File: src/rtl/lsu_ctrl.sv
// Load/store controller between execute and dmem: one request at a time, split of
// misaligned h/w accesses into byte accesses when LSU_MISALIGN_SPLIT_EN is defined.
module lsu_ctrl (
  input  logic        clk,
  input  logic        rst,
  input  logic        req_valid,
  output logic        req_ready,
  input  logic        req_we,
  input  logic [2:0]  req_memop,
  input  logic [31:0] req_addr,
  input  logic [31:0] req_wdata,
  output logic        resp_valid,
  input  logic        resp_ready,
  output logic [31:0] resp_rdata,
  output logic        resp_err,
  output logic [31:0] mem_addr,
  output logic [31:0] mem_datain,
  output logic [2:0]  mem_memop,
  output logic        mem_we,
  input  logic [31:0] mem_dataout
);
  localparam logic [1:0] S_IDLE  = 2'd0;
  localparam logic [1:0] S_ISSUE = 2'd1;
  localparam logic [1:0] S_WAIT  = 2'd2;
  localparam logic [1:0] S_RESP  = 2'd3;

  logic [1:0]  state;
  logic        we_q;
  logic [31:0] wdata_q;
  logic        legal, misal, req_err;

  always_comb begin
    legal = (req_memop == 3'b000) || (req_memop == 3'b001) || (req_memop == 3'b010) ||
            (req_memop == 3'b100) || (req_memop == 3'b101);
    misal = ((req_memop[1:0] == 2'b01) && req_addr[0]) ||
            ((req_memop[1:0] == 2'b10) && (req_addr[1:0] != 2'b00));
`ifdef LSU_MISALIGN_SPLIT_EN
    req_err = !legal;
`else
    req_err = !legal || misal;
`endif
  end

  assign req_ready  = (state == S_IDLE);
  assign resp_valid = (state == S_RESP);
  assign mem_we     = (state == S_ISSUE) && we_q && !rst;

`ifdef LSU_MISALIGN_SPLIT_EN
  logic [1:0]  k, k_nxt, k_last;
  logic [31:0] addr_q, asm_q, asm_ins, ld_ext;
  logic [2:0]  memop_q;
  logic        split_q;

  assign k_nxt  = k + 2'd1;
  assign k_last = (memop_q[1:0] == 2'b10) ? 2'd3 : 2'd1;

  // Current byte merged into the partial word; extension applies only on the last byte.
  always_comb begin
    asm_ins = asm_q;
    asm_ins[{k, 3'b000} +: 8] = mem_dataout[7:0];
    case (memop_q)
      3'b001:  ld_ext = {{16{asm_ins[15]}}, asm_ins[15:0]};
      3'b101:  ld_ext = {16'h0000, asm_ins[15:0]};
      default: ld_ext = asm_ins;
    endcase
  end
`endif

  always_comb begin
    mem_datain = '0;
    if (state == S_ISSUE) begin
`ifdef LSU_MISALIGN_SPLIT_EN
      mem_datain = split_q ? {4{wdata_q[{k, 3'b000} +: 8]}} : wdata_q;
`else
      mem_datain = wdata_q;
`endif
    end
  end

  always_ff @(posedge clk) begin
    if (rst) begin
      state      <= S_IDLE;
      we_q       <= 1'b0;
      wdata_q    <= '0;
      resp_rdata <= '0;
      resp_err   <= 1'b0;
      mem_addr   <= '0;
      mem_memop  <= 3'b010;
`ifdef LSU_MISALIGN_SPLIT_EN
      k       <= 2'd0;
      asm_q   <= '0;
      addr_q  <= '0;
      memop_q <= 3'b010;
      split_q <= 1'b0;
`endif
    end else begin
      case (state)
        S_IDLE: if (req_valid) begin
          we_q       <= req_we;
          wdata_q    <= req_wdata;
          resp_rdata <= '0;
          resp_err   <= req_err;
`ifdef LSU_MISALIGN_SPLIT_EN
          k       <= 2'd0;
          asm_q   <= '0;
          addr_q  <= req_addr;
          memop_q <= req_memop;
          split_q <= misal;
`endif
          if (req_err) begin
            state <= S_RESP;
          end else begin
            state    <= S_ISSUE;
            mem_addr <= req_addr;
`ifdef LSU_MISALIGN_SPLIT_EN
            mem_memop <= misal ? (req_we ? 3'b000 : 3'b100) : req_memop;
`else
            mem_memop <= req_memop;
`endif
          end
        end
        S_ISSUE: begin
          if (!we_q) begin
            state <= S_WAIT;
`ifdef LSU_MISALIGN_SPLIT_EN
          end else if (split_q && (k != k_last)) begin
            k        <= k_nxt;
            mem_addr <= addr_q + {30'd0, k_nxt};
`endif
          end else begin
            state <= S_RESP;
          end
        end
        S_WAIT: begin
`ifdef LSU_MISALIGN_SPLIT_EN
          if (split_q && (k != k_last)) begin
            asm_q    <= asm_ins;
            k        <= k_nxt;
            mem_addr <= addr_q + {30'd0, k_nxt};
            state    <= S_ISSUE;
          end else begin
            resp_rdata <= split_q ? ld_ext : mem_dataout;
            state      <= S_RESP;
          end
`else
          resp_rdata <= mem_dataout;
          state      <= S_RESP;
`endif
        end
        default: if (resp_ready) state <= S_IDLE;
      endcase
    end
  end
endmodule

File: config.mk
export PLATFORM = sky130hd
export DESIGN_NAME = lsu_ctrl
export DESIGN_NICKNAME = d
export VERILOG_FILES = /design/src/rtl/lsu_ctrl.sv
export SDC_FILE = /design/constraint.sdc
export NUM_CORES = 1
export LEC_CHECK = 0
export ABC_CLOCK_PERIOD_IN_PS = 1500
export CORE_MARGIN = 10
export CORE_UTILIZATION = 37
export CTS_CLUSTER_SIZE = 12
export DETAILED_ROUTE_END_ITERATION = 8
export PLACE_DENSITY = 0.84
export RECOVER_POWER = 50
export SYNTH_ARGS = -nofsm -noshare
export SYNTH_HDL_FRONTEND = slang
export SYNTH_SLANG_ARGS = --single-unit
File: constraint.sdc
create_clock -name clk -period 1.5 [get_ports clk]
set_input_delay 0.225 -clock clk [delete_from_list [all_inputs] [get_ports clk]]
set_output_delay 0.225 -clock clk [all_outputs]
set_load 0.02 [all_outputs]
## Word-level counts from Yosys, hierarchy flattened

Cells that the tools add are included.

| cells by class | value |
|---|---|
| multiplexer cells | 8 |
| equality and inequality tests | 10 |
| reductions and logical operators | 21 |
| bitwise operators | 1 |

Operators with widths:

| operator | number |
|---|---|
| $mux W32 | 2 |
| $pmux W32 S2 | 1 |
| $eq A2 B2 Y1 const B | 3 |
| $eq A3 B3 Y1 const B | 2 |
| $logic_or A1 B1 Y1 | 6 |
| $mux W2 | 3 |
| $pmux W2 S3 | 1 |
| $reduce_and A2 Y1 | 3 |
| $eq A2 B1 Y1 const B | 2 |
| $logic_and A1 B1 Y1 | 4 |
| $reduce_bool A2 Y1 | 2 |
| $reduce_bool A4 Y1 | 1 |
| $eq A3 B1 Y1 const B | 1 |
| $eq A3 B2 Y1 const B | 1 |
| $logic_not A3 Y1 | 1 |
| $reduce_and A3 Y1 | 1 |
| $logic_not A1 Y1 | 2 |
| $logic_not A2 Y1 | 1 |
| $ne A2 B2 Y1 const B | 1 |
| $mux W1 | 1 |
| $not A1 Y1 | 1 |

| storage, ports and cells | value |
|---|---|
| bits in registers | 103 |
| word-level logic and storage cells | 47 |
| input bits | 104 |
| output and inout port bits | 103 |

## Logic depth before layout (Yosys ltp)

| logic depth | value |
|---|---|
| word-level depth | 10 |
| mapped depth | 8 |
| depth with buffers taken out | 5 |

## Least setup slack after synthesis

OpenSTA, ideal clock, no wires.

| timing | value |
|---|---|
| path kind | register to register |
| start point | register state[1] |
| end point | register resp_rdata[10] |
| data required time | 1435 ps |
| setup time | 65 ps |
| slack | -228 ps |
| stages on the path, launching flop included | 8 |
| period minus slack after synthesis | 1728 ps |
| path buffers | 2 |
| data arrival time | 1663 ps |
| cells stage by stage | dfxtp_1 inv_1 ha_1 buf_2 mux2i_1 clkbuf_1 a32oi_1 nor2_1 |

| between the ends | value |
|---|---|
| longest elaborated chain between the ends | 3 |
| elaborated cells on any way between the ends | 6 |
| classes of those cells | 2 x eq/ne; 1 x mux; 3 x reduce/logical |

Ends and longest elaborated chain:

| element | RTL line | text |
|---|---|---|
| from (decl) | 27 | `logic [1:0] state;` |
| from (signal assigned) | 82 | `state <= S_IDLE;` |
| from (signal assigned) | 111 | `state <= S_RESP;` |
| from (signal assigned) | 113 | `state <= S_ISSUE;` |
| $logic_not A2 Y1 (*) | n/a |  |
| via req_ready | 7 | `output logic req_ready,` |
| $ne A2 B2 Y1 (no source line) / $reduce_bool A2 Y1 (equally long branches) | n/a |  |
| $reduce_and A2 Y1 (no source line) | n/a |  |
| to (signal assigned) | 146 | `resp_rdata <= mem_dataout;` |
| to (decl) | 14 | `output logic [31:0] resp_rdata,` |

Mark *: on every way through the listed nets, which the timed path passes. The rest lies on a longest branch.
A chain may end at the register's enable or synchronous reset.

## Worst setup path in the final report

| timing | value |
|---|---|
| start point | register state[0] |
| end point | register mem_addr[14] |

| between the ends | value |
|---|---|
| longest elaborated chain between the ends | 2 |

Ends and longest elaborated chain:

| element | RTL line | text |
|---|---|---|
| $logic_not A2 Y1 | 97 | `case (state)` |
| $reduce_and A3 Y1 (no source line) | n/a |  |
| to (signal assigned) | 114 | `mem_addr <= req_addr;` |
| to (decl) | 16 | `output logic [31:0] mem_addr,` |

No other way between the ends.

==> metrics.md <==
| Metric | Value |
|---|---|
| Final worst slack | `-0.101 ns` |
| HP Class | `in -> reg` |
| R2R setup slack | `-0.10 ns` |
| Max-Cap Viols | `0` |
| Rel. slew slack | `0.744` |
| Final design area excluding fillers | `just over 7000 µm²` |
| First-pass GRT wire length | `approximately 22,000 µm` |
| Total Power | `9.42 mW` |
| Yosys top cell area share | `0.483` |
| Sequential area share after synthesis | `0.483` |
| Post-DP HPWL | `between 10,000 and 15,000 µm` |
| Post-CTS Hold Fix Bufs | `0` |
| RSZ-0062 raised after global routing | `yes` |
| Buf/Inv on CP | `4` |
| Violated checks | `setup timing` |
| Area Overhead vs Synth | `67.7%` |
| Vias in the first global route | `just over 4k` |
| # port buffers | `206` |
| Mean post-synth cell area | `around 9.1 µm²` |
| Die Y | `between 100 and 150 µm` |
| Sink Count | `about 100` |
| Initial DRC count | `between 150 and 200` |
| Critical path, cell by cell | `buf_6, inv_4, ha_4, nand2_4, a21oi_4, buf_6, buf_12, mux2i_1` |
| Share of cells above drive strength 1 | `0.178` |
| Final Cycle Share | `1.07` |
| Synth cell types | `29` |
| Layout fillers | `958` |
| Final Setup Violations | `94` |
| Vias per inst | `between 4 and 5` |
| Xor/xnor share of the synthesized area | `0` |
| Clk_lat worst skew | `roughly 0.34 ns` |
| Pwr Density | `roughly 1300 nW/µm²` |
| Fraction of the mapped netlist area in compound gates | `0.120` |
| DR pass1 iterations | `4` |
| NumNets Final | `~790` |
| Synth Area in Adders | `0.0117` |
| Die X | `roughly 130 µm` |
| Grt total ovfl | `0` |
| CTS tree | `built` |
| Starting density of the core | `0.376` |
| Startpoint Class | `flop` |
| Maximum VDD drop | `around 0.00076 V` |
| Worst-path clk slew | `about 0.070 ns` |
| Worst setup startpoint | `state[0]$_SDFFE_PP0P_` |
| Area of the multi-input gates | `between 2000 and 2500 µm²` |
| Hold Path Depth | `2` |
| Largest net degree at the start of global routing | `57` |
| Fmax | `~620 MHz` |
| DRT Wirelength | `approximately 14,000 µm` |
| Antenna violations before repair | `0` |
| DIE AREA | `between 15,000 and 20,000 µm²` |
| RePlAce Congestion | `between 0.7 and 0.8` |
| Ant. Diodes | `0` |
| Status | `finished with violations` |
| Reg-to-Reg Start | `state[0]$_SDFFE_PP0P_` |
| Max Root-Sink Buffers | `2` |
| Core area | `between 10,000 and 15,000 µm²` |
| Slew @ Worst Pin | `approximately 0.38 ns` |
| Hold Violations, Final | `0` |
| Synthesis warning total | `0` |
| Syn Inst Count | `between 400 and 500` |
| Family with the most delay on the worst path | `buffers and inverters` |
| Worst EP arrival | `about 1.9 ns` |
| R2R Path End | `mem_addr[14]$_SDFFE_PP0P_` |
| Largest stage delay, worst path | `0.34 ns` |
| H-tree levels | `3` |
| Min Tclk post-route | `between 1.5 and 2 ns` |
| Fraction of the mapped netlist area in simple logic gates | `0.252` |
| Clock Skews | `between 0.01 and 0.015 ns` |
| Fin. max-slew vios | `0` |
| Mux share of post-synthesis cell area | `0.0820` |
| Via count | `4,039` |
| Std-Cell Rows | `39` |
| Mapped cell area | `around 4300 µm²` |
| Lkg Pwr | `3.06 nW` |
| Cell taking the most area after synthesis | `dfxtp_1` |
| Cts bufs inserted | `9` |
| Worst Setup End Kind | `flop` |
| Register area | `around 2100 µm²` |
| DRT antenna net count | `0` |
| DR DRC count | `0` |
| Ports | `207` |
| Worst-path fanout max | `8` |
| Hold Startpoint | `rst` |
| Gr usage total | `0.165` |
| CTS root buffer | `clkbuf_16` |
| Largest family of logic cells by synthesized area | `simple AND/OR/NAND/NOR gates` |
| DR WL/cell | `about 17 µm` |
| Hold Path Sink | `state[0]$_SDFFE_PP0P_` |
| Reg2reg path depth | `8` |
| CP required | `roughly 1.8 ns` |
| Flops & latches, synth | `between 100 and 150` |
| Cell Area, Placed | `around 6500 µm²` |
| Largest cells by area after synthesis | `dfxtp_1 48%, nand2b_1 9.7%, mux2i_1 8.2%` |
| Cell mode on critical path | `buf_6` |
| Crit path kind | `reg -> reg` |
| Worst path slowest cell | `dfxtp_2` |
| Setup TNS | `-4.72 ns` |
| Syn Nets | `579` |
==> where the power goes <==
group	internal, mW	switching [mW]
clock network	1.20	1.06
logic	1.87	1.91
registers	3.15	0.225
==> worst max path at each step <==
stage | to | cells past startpoint
3_5_place_dp | mem_addr[28]$_SDFFE_PP0P_ | 5
3_3_place_gp | mem_addr[10]$_SDFFE_PP0P_ | 5
2_1_floorplan | state[0]$_SDFFE_PP0P_ | 6
6_report | mem_addr[14]$_SDFFE_PP0P_ | 8
4_1_cts | mem_we | 6
5_1_grt | mem_addr[18]$_SDFFE_PP0P_ | 8
==> registers in the layout, indices dropped and copies added (netlist names) <==
register	cells
mem_memop	3
state	2
we_q	1
mem_addr	32
resp_rdata	32
wdata_q	32
resp_err	1
==> cell usage after synthesis, drive strengths merged <==
cell / count
a2111o: 1
a21o: 1
a21oi: 36
a31oi: 1
a32oi: 32
and2: 33
buf: 12
clkbuf: 28
dfxtp: 103
ha: 4
inv: 3
mux2i: 35
nand2: 69
nand2b: 66
nand3: 1
nor2: 37
nor2b: 1
nor3: 1
o21ai: 1
o32ai: 2
or2b: 1
or3: 1
or4: 1
or4b: 1
==> metal layers <==
layer / wire length [µm] / GRT usage / up-vias
li1: - / - / 2001
met1: 5740 / 0.184 / 1875
met2: 7510 / 0.293 / 155
met3: 1100 / 0.0596 / 8
met4: 116 / 0.0382 / 0
met5: 0 / 0 / -
==> cells by family (layout without fill, tap and decap cells) <==
family,count (synthesis),after routing
buffers and inverters,43,256
muxes,35,35
DFF,103,103
AOI/OAI and AO/OA,74,74
and+or+nand+nor,212,212
adders and majority gates,4,4
==> what timing repair did <==
item                                    CTS  global route
gates cloned                              5             2
gates resized for setup                 245            72
hold endpoints to repair                  0             0
pin swaps                                 6            21
endpoints found under the setup margin  199           114
setup buffers                             6             1
==> stage by stage <==
step	setup slack, ns	cells	hold WS [ns]	util
6_report	-0.101	827	0.222	0.630
3_5_place_dp	-0.474	798	0.442	0.574
4_1_cts	-0.121	824	0.194	0.604
2_1_floorplan	0.0132	471	0.361	-
5_1_grt	-0.197	827	0.227	0.630
3_3_place_gp	-0.390	798	0.438	0.574
==> cell type report <==
class	count	share of cell area
clock buffer	10	0.0334
clock inverter	6	0.00698
inverter	3	0.00192
multi-input combinational	325	0.298
sequential	103	0.288
tap	143	0.0250
timing repair buffer	237	0.347
==> layout by cell type, fill, tap and decap left out, drive strengths merged <==
cell           instances
a2111o                 1
a21o                   1
a21oi                 36
a31oi                  1
a32oi                 32
and2                  33
buf                   65
clkbuf                12
clkdlybuf4s50         98
clkinv                 2
clkinvlp               1
dfxtp                103
dlygate4sd2           72
ha                     4
inv                    6
mux2i                 35
nand2                 69
nand2b                66
nand3                  1
nor2                  37
nor2b                  1
nor3                   1
o21ai                  1
o32ai                  2
or2b                   1
or3                    1
or4                    1
or4b                   1
Note: power is estimated with default switching activity, not from simulation.
==> patch 1: new RTL, config.mk and constraints unchanged <==
Make the reset (`rst`) asynchronous in one clocked block.
--- a/src/rtl/lsu_ctrl.sv
+++ b/src/rtl/lsu_ctrl.sv
@@ -79,3 +79,3 @@
 
-  always_ff @(posedge clk) begin
+  always_ff @(posedge clk or posedge rst) begin
     if (rst) begin
Function: differs if rst is asserted again (counterexample within 4 cycles, from zero or initial values and one cycle with rst high); with rst held inactive, the same outputs for 10 cycles.
==> patch 1 against the original RTL <==
  * The run still ends with negative setup slack left
  * Wire length grew 1.2%
  * Final area rose by 6.1%
  * Core utilization is 3.6 points higher
  * Area after synthesis rose by 1.1%
  * Via count is 17% lower
  * Highest routed layer unchanged
  * Die area increased by 0.89%
  * Sequential cell count did not move
  * Synthesized cell count fell by 38%
  * Clock skew decreased by 0.0038 ns
  * Setup slack got worse by 0.13 ns
  * Register-to-register slack got worse by 0.11 ns
Power is not compared: it rests on default switching activity, and its combinational part moved more than twofold at a synthesized area within 25%.
==> patch 1: results (changes against the original RTL) <==
| Metric | Value |
|---|---|
| Clk_skew | `0.00794 ns (-0.00376 ns)` |
| Slowest cell on crit path | `dfrtp_1` |
| Setup TNS | `-21.45 ns (-16.73 ns)` |
| Netlist cell types | `32 (+10%)` |
| Largest net degree at the start of global routing | `54 (-5.3%)` |
| Filler cells | `839 (-12%)` |
| Initial DRC Count | `160 (-20%)` |
| Setup WS post-layout | `-0.230 ns (-0.129 ns)` |
| Hold path startpoint | `mem_dataout[21]` |
| Vias in the first global route | `3742 (-9.9%)` |
| Nets | `645 (-18%)` |
| Root Buffer | `clkbuf_16` |
| First-pass GRT wire length | `22000 um (-0.47%)` |
| GRT Util Overall | `0.171 (+0.00607)` |
| Setup violations, final | `134 (+43%)` |
| Violated checks | `negative setup slack` |
| Syn Nets | `401 (-31%)` |
| Ranking of synthesized cells by area | `dfrtp_1 59%, mux2_4 10%, mux2_2 9.1%` |
| Status | `complete, but fails checks` |
| Slowest stage delay, CP | `0.40 ns (+0.06 ns)` |
| Asr flop ratio synth | `1.00 (+1.00)` |
| R2r startpoint | `state[1]` |
| Share of cells above drive strength 1 | `0.360 (+0.181)` |
| Most numerous cell in the Yosys netlist | `dfrtp_1` |
| Pre-CTS setup slack | `-0.617 ns (-0.143 ns)` |
| Synth top cells by count | `102 x dfrtp_1, 35 x mux2_2, 34 x and2_1` |
| Worst setup path start | `state[0]` |
| Rel. slew slack | `0.526 (-0.217)` |
| Worst-path clk slew | `0.07 ns (about the same)` |
| Final WL | `14600 um (+1.2%)` |
| Initial antenna violation count | `1 (+1)` |
| CP Max Fanout | `9 (+1)` |
| Part of the Yosys area used for sequential elements | `0.597 (+0.115)` |
| Via count | `3361 (-17%)` |
| Worst path arrival time | `1.51 ns (-0.34 ns)` |
| Dpl hpwl | `10200 um (+0.21%)` |
| GPL Wtd Cong | `0.837 (+18%)` |
## patch 1: cell count changes in the layout (fill, tap and decap cells not counted), sizes merged, moves of 7 or more
| cell | unedited run | this run |
|---|---|---|
| a21oi | 36 | 5 |
| a22o | 0 | 32 |
| a32oi | 32 | 0 |
| buf | 65 | 72 |
| dfrtp | 0 | 102 |
| dfxtp | 103 | 0 |
| mux2 | 0 | 65 |
| mux2i | 35 | 0 |
| nand2 | 69 | 4 |
| nand2b | 66 | 0 |
| nor2 | 37 | 2 |
## patch 1: final timing paths
kind                       cells after the start             end  slack, ns
hold / removal                                 2  resp_rdata[21]       0.49
hold reg to reg                                2    mem_memop[1]       0.49
setup reg to reg                               8     mem_addr[7]      -0.21
min in group asynchronous                      4            we_q       0.82
max in group asynchronous                      4     wdata_q[28]       0.20
setup / recovery                               5  mem_datain[30]      -0.23
## patch 1: stage by stage
step            util  instances  area (sq um)
3_5_place_dp   0.596        645          6800
6_report       0.666        686          7610
2_1_floorplan      -        293          4550
3_3_place_gp   0.596        645          6800
5_1_grt        0.666        686          7610
4_1_cts        0.647        684          7380
## patch 1: metal layers
layer / up-vias / share of wire / track usage / routed length, um
li1: 1534 / - / - / -
met1: 1686 / 0.40 / 0.205 / 5910
met2: 126 / 0.52 / 0.291 / 7570
met3: 15 / 0.062 / 0.0459 / 911
met4: 0 / 0.017 / 0.0596 / 242
met5: - / 0 / 0 / 0
## patch 1: report_power, final
part	internal [mW]	switching [mW]
clock network	1.56	0.997
logic	4.78	4.04
registers	4.16	0.807
total	10.5	5.84
## patch 1: area by class of cell
cell class | count | area [sq um] | share of cell area
inverters | 5 | 23.8 | 0.00313
well taps | 143 | 179 | 0.0235
clock inverters | 4 | 76.3 | 0.0100
multi-input cells | 169 | 1910 | 0.251
clock buffers | 12 | 256 | 0.0337
repair buffers | 249 | 2580 | 0.339
diodes | 1 | 2.50 | 0.000329
flip-flops and latches | 103 | 2580 | 0.339
## patch 1: kinds of logic (layout without fill, tap and decap cells)
family	count (synthesis)	count (layout)	synth area share
AO/OA/AOI/OAI	48	49	0.0974
adder cells (fa/ha/maj)	4	4	0.0116
buffers and inverters	23	270	0.0296
flip-flops	103	103	0.597
multiplexers	65	65	0.196
other	0	1	0
AND/OR/NAND/NOR	50	51	0.0687
## patch 1: worst reg2reg max path, stage by stage, from the launching register on
cell      delay, ns
dfrtp_1        0.40
inv_2          0.10
ha_4           0.14
buf_6          0.09
and2_4         0.16
o211ai_4       0.11
buf_12         0.17
buf_16         0.14
mux2_4         0.30
## patch 1: repair_timing
item	in CTS	in global routing
setup buffers	14	5
hold buffers	0	0
setup endpoints to repair	202	136
gates cloned	9	2
pin swaps	3	7
gates resized for setup	242	80
==> patch 2: new RTL, same settings <==
Without the edit above. Build with the macro `LSU_MISALIGN_SPLIT_EN` defined.
--- a/src/rtl/lsu_ctrl.sv
+++ b/src/rtl/lsu_ctrl.sv
@@ -2,2 +2,4 @@
 // misaligned h/w accesses into byte accesses when LSU_MISALIGN_SPLIT_EN is defined.
+`define LSU_MISALIGN_SPLIT_EN
+
 module lsu_ctrl (
Function: changed (a bounded check fails within 4 cycles, from zero or initial values and one cycle with rst high).
==> patch 2 against the original RTL <==
  * The run still ends with negative setup slack left
  * Setup slack got worse by 0.78 ns
  * First-iteration DRC count grew to 5.3 times the old value
  * Worst hold slack better by 0.081 ns
  * Maximum frequency shrank 33%
  * Total power grew to 2.6 times the old value
  * Wire length increased to 2.7 times the old value
  * Sequential cell count is 70 higher
  * Via count increased to 2.5 times the old value
  * Final area increased by 110%
  * Area after synthesis up 100%
  * Critical path type unchanged
  * Largest cell class is now multi-input combinational cells
  * Highest routed layer unchanged
==> patch 2: results (changes against the original RTL) <==
| Metric | Value |
|---|---|
| Status | `complete, but fails checks` |
| Violated checks | `negative setup slack` |
| Largest net degree at the start of global routing | `90 (+58%)` |
| Via count | `10254 (+150%)` |
| Worst path arrival time | `2.71 ns (+0.86 ns)` |
| Max Buffers Root-to-Sink | `2 (unchanged)` |
| Dpl hpwl | `22800 um (+120%)` |
| Clk_skew | `0.0195 ns (+0.00776 ns)` |
| Setup violations, final | `190 (+100%)` |
| Worst-case vdd ir drop | `0.894 mV (+17%)` |
| Netlist cell types | `66 (+130%)` |
| CP top delay family | `simple AND/OR/NAND/NOR gates` |
| Syn avg cell area | `8.20 sq um (-9.7%)` |
| Nets | `1576 (+100%)` |
| LEAKAGE | `6.25 nW (+100%)` |
| Non-Filler Instances | `1794 (+120%)` |
| DR WL/cell | `21.6 um (+23%)` |
| Initial DRC Count | `1046 (+430%)` |
| Setup WS post-layout | `-0.885 ns (-0.784 ns)` |
| Placed Instances | `1698 (+110%)` |
| Pre-CTS setup slack | `-0.991 ns (-0.517 ns)` |
| GRT Util Overall | `0.214 (+0.0484)` |
| GPL Wtd Cong | `0.866 (+22%)` |
| First-pass GRT wire length | `53000 um (+140%)` |
| Filler cells | `1692 (+77%)` |
| Clk Latency, worst-skew pair | `0.44 ns (+0.10 ns)` |
| Slowest stage delay, CP | `0.49 ns (+0.15 ns)` |
| DP Area | `12900 sq um (+98%)` |
| Internal power | `14.7 mW (+140%)` |
| Syn Nets | `1182 (+100%)` |
| DR pass1 iterations | `5 (+1)` |
| Rel. slew slack | `0.678 (-0.0655)` |
| Ranking of synthesized cells by area | `dfxtp_1 40%, nand2_1 7.8%, a21oi_1 7.1%` |
| Finished Cell Area | `15300 sq um (+110%)` |
| H-tree levels | `4 (+1)` |
| CP Max Fanout | `2 (-6)` |
| Slowest cell on crit path | `or4_4` |
| Initial antenna violation count | `1 (+1)` |
| Worst-path clk slew | `0.07 ns (about the same)` |
==> patch 2: cell count changes in the layout (fill, tap and decap cells not counted), moves of 20 or more <==
cell,before,now
buf_4,13,184
nand2_1,67,144
dfxtp_1,101,169
a21oi_1,35,92
a22o_1,0,37
nor2_1,36,70
a32oi_1,30,1
mux2i_1,33,4
nand2b_1,66,37
nor2b_1,0,29
a22oi_2,0,27
nand2_2,0,26
a21oi_2,0,25
and2_4,23,3
==> patch 2: logic make-up (layout without fill, tap and decap cells) <==
kind of cell,after synthesis,in the layout,share of synthesized area
adders and majority gates,12,12,0.0180
and+or+nand+nor,418,419,0.233
other,0,2,0
xor gates and xnor gates,21,21,0.0211
muxes,12,12,0.0252
buffers and inverters,94,500,0.0450
DFF,173,173,0.396
AOI/OAI and AO/OA,336,336,0.262
==> patch 2: worst paths after layout <==
kind              start              to  slack [ns]  cells past startpoint
min                 rst  resp_rdata[13]        0.30                      3
max reg2reg        k[0]    mem_addr[28]       -0.88                      8
min reg2reg  memop_q[2]      memop_q[2]        0.45                      2
max                k[0]    mem_addr[28]       -0.88                      8
==> patch 2: routing by layer <==
metal,up-vias,part of all wire,GRT usage
li1,4602,-,-
met1,4929,0.37,0.241
met2,577,0.50,0.376
met3,146,0.086,0.0592
met4,0,0.050,0.0819
met5,-,0,0
==> patch 2: repair_timing <==
action | in CTS | in global routing
cloned | 7 | 9
pin swaps | 88 | 85
resized for setup | 367 | 160
buffers inserted | 22 | 30
setup endpoints to repair | 258 | 193
==> patch 2: stage by stage <==
step | power (mW) | util | TNS, ns
2_1_floorplan | 12.2 | - | -50.21
6_report | 24.8 | 0.654 | -91.04
4_1_cts | 22.5 | 0.609 | -74.01
5_1_grt | 25.7 | 0.654 | -100.67
3_3_place_gp | 16.4 | 0.553 | -85.30
3_5_place_dp | 16.6 | 0.553 | -92.47
==> patch 2: area by class of cell <==
| class | count | area, sq um | share of cell area |
|---|---|---|---|
| inverter | 11 | 51.3 | 0.00336 |
| antenna | 2 | 5.00 | 0.000328 |
| clock buffer | 17 | 425 | 0.0279 |
| tap | 319 | 399 | 0.0262 |
| multi-input combinational | 800 | 6190 | 0.406 |
| sequential | 173 | 3470 | 0.228 |
| clock inverter | 15 | 196 | 0.0129 |
| timing repair buffer | 457 | 4510 | 0.295 |
==> patch 2: power groups by stage <==
stage	Clock [mW]	Sequential [mW]	Combinational, mW
after global routing	5.04	6.11	14.6
final	4.82	6.05	13.9
after CTS	4.81	5.96	11.7
after floorplan	0	6.47	5.71
after global placement	0	6.03	10.4
after detailed placement	0	6.05	10.6
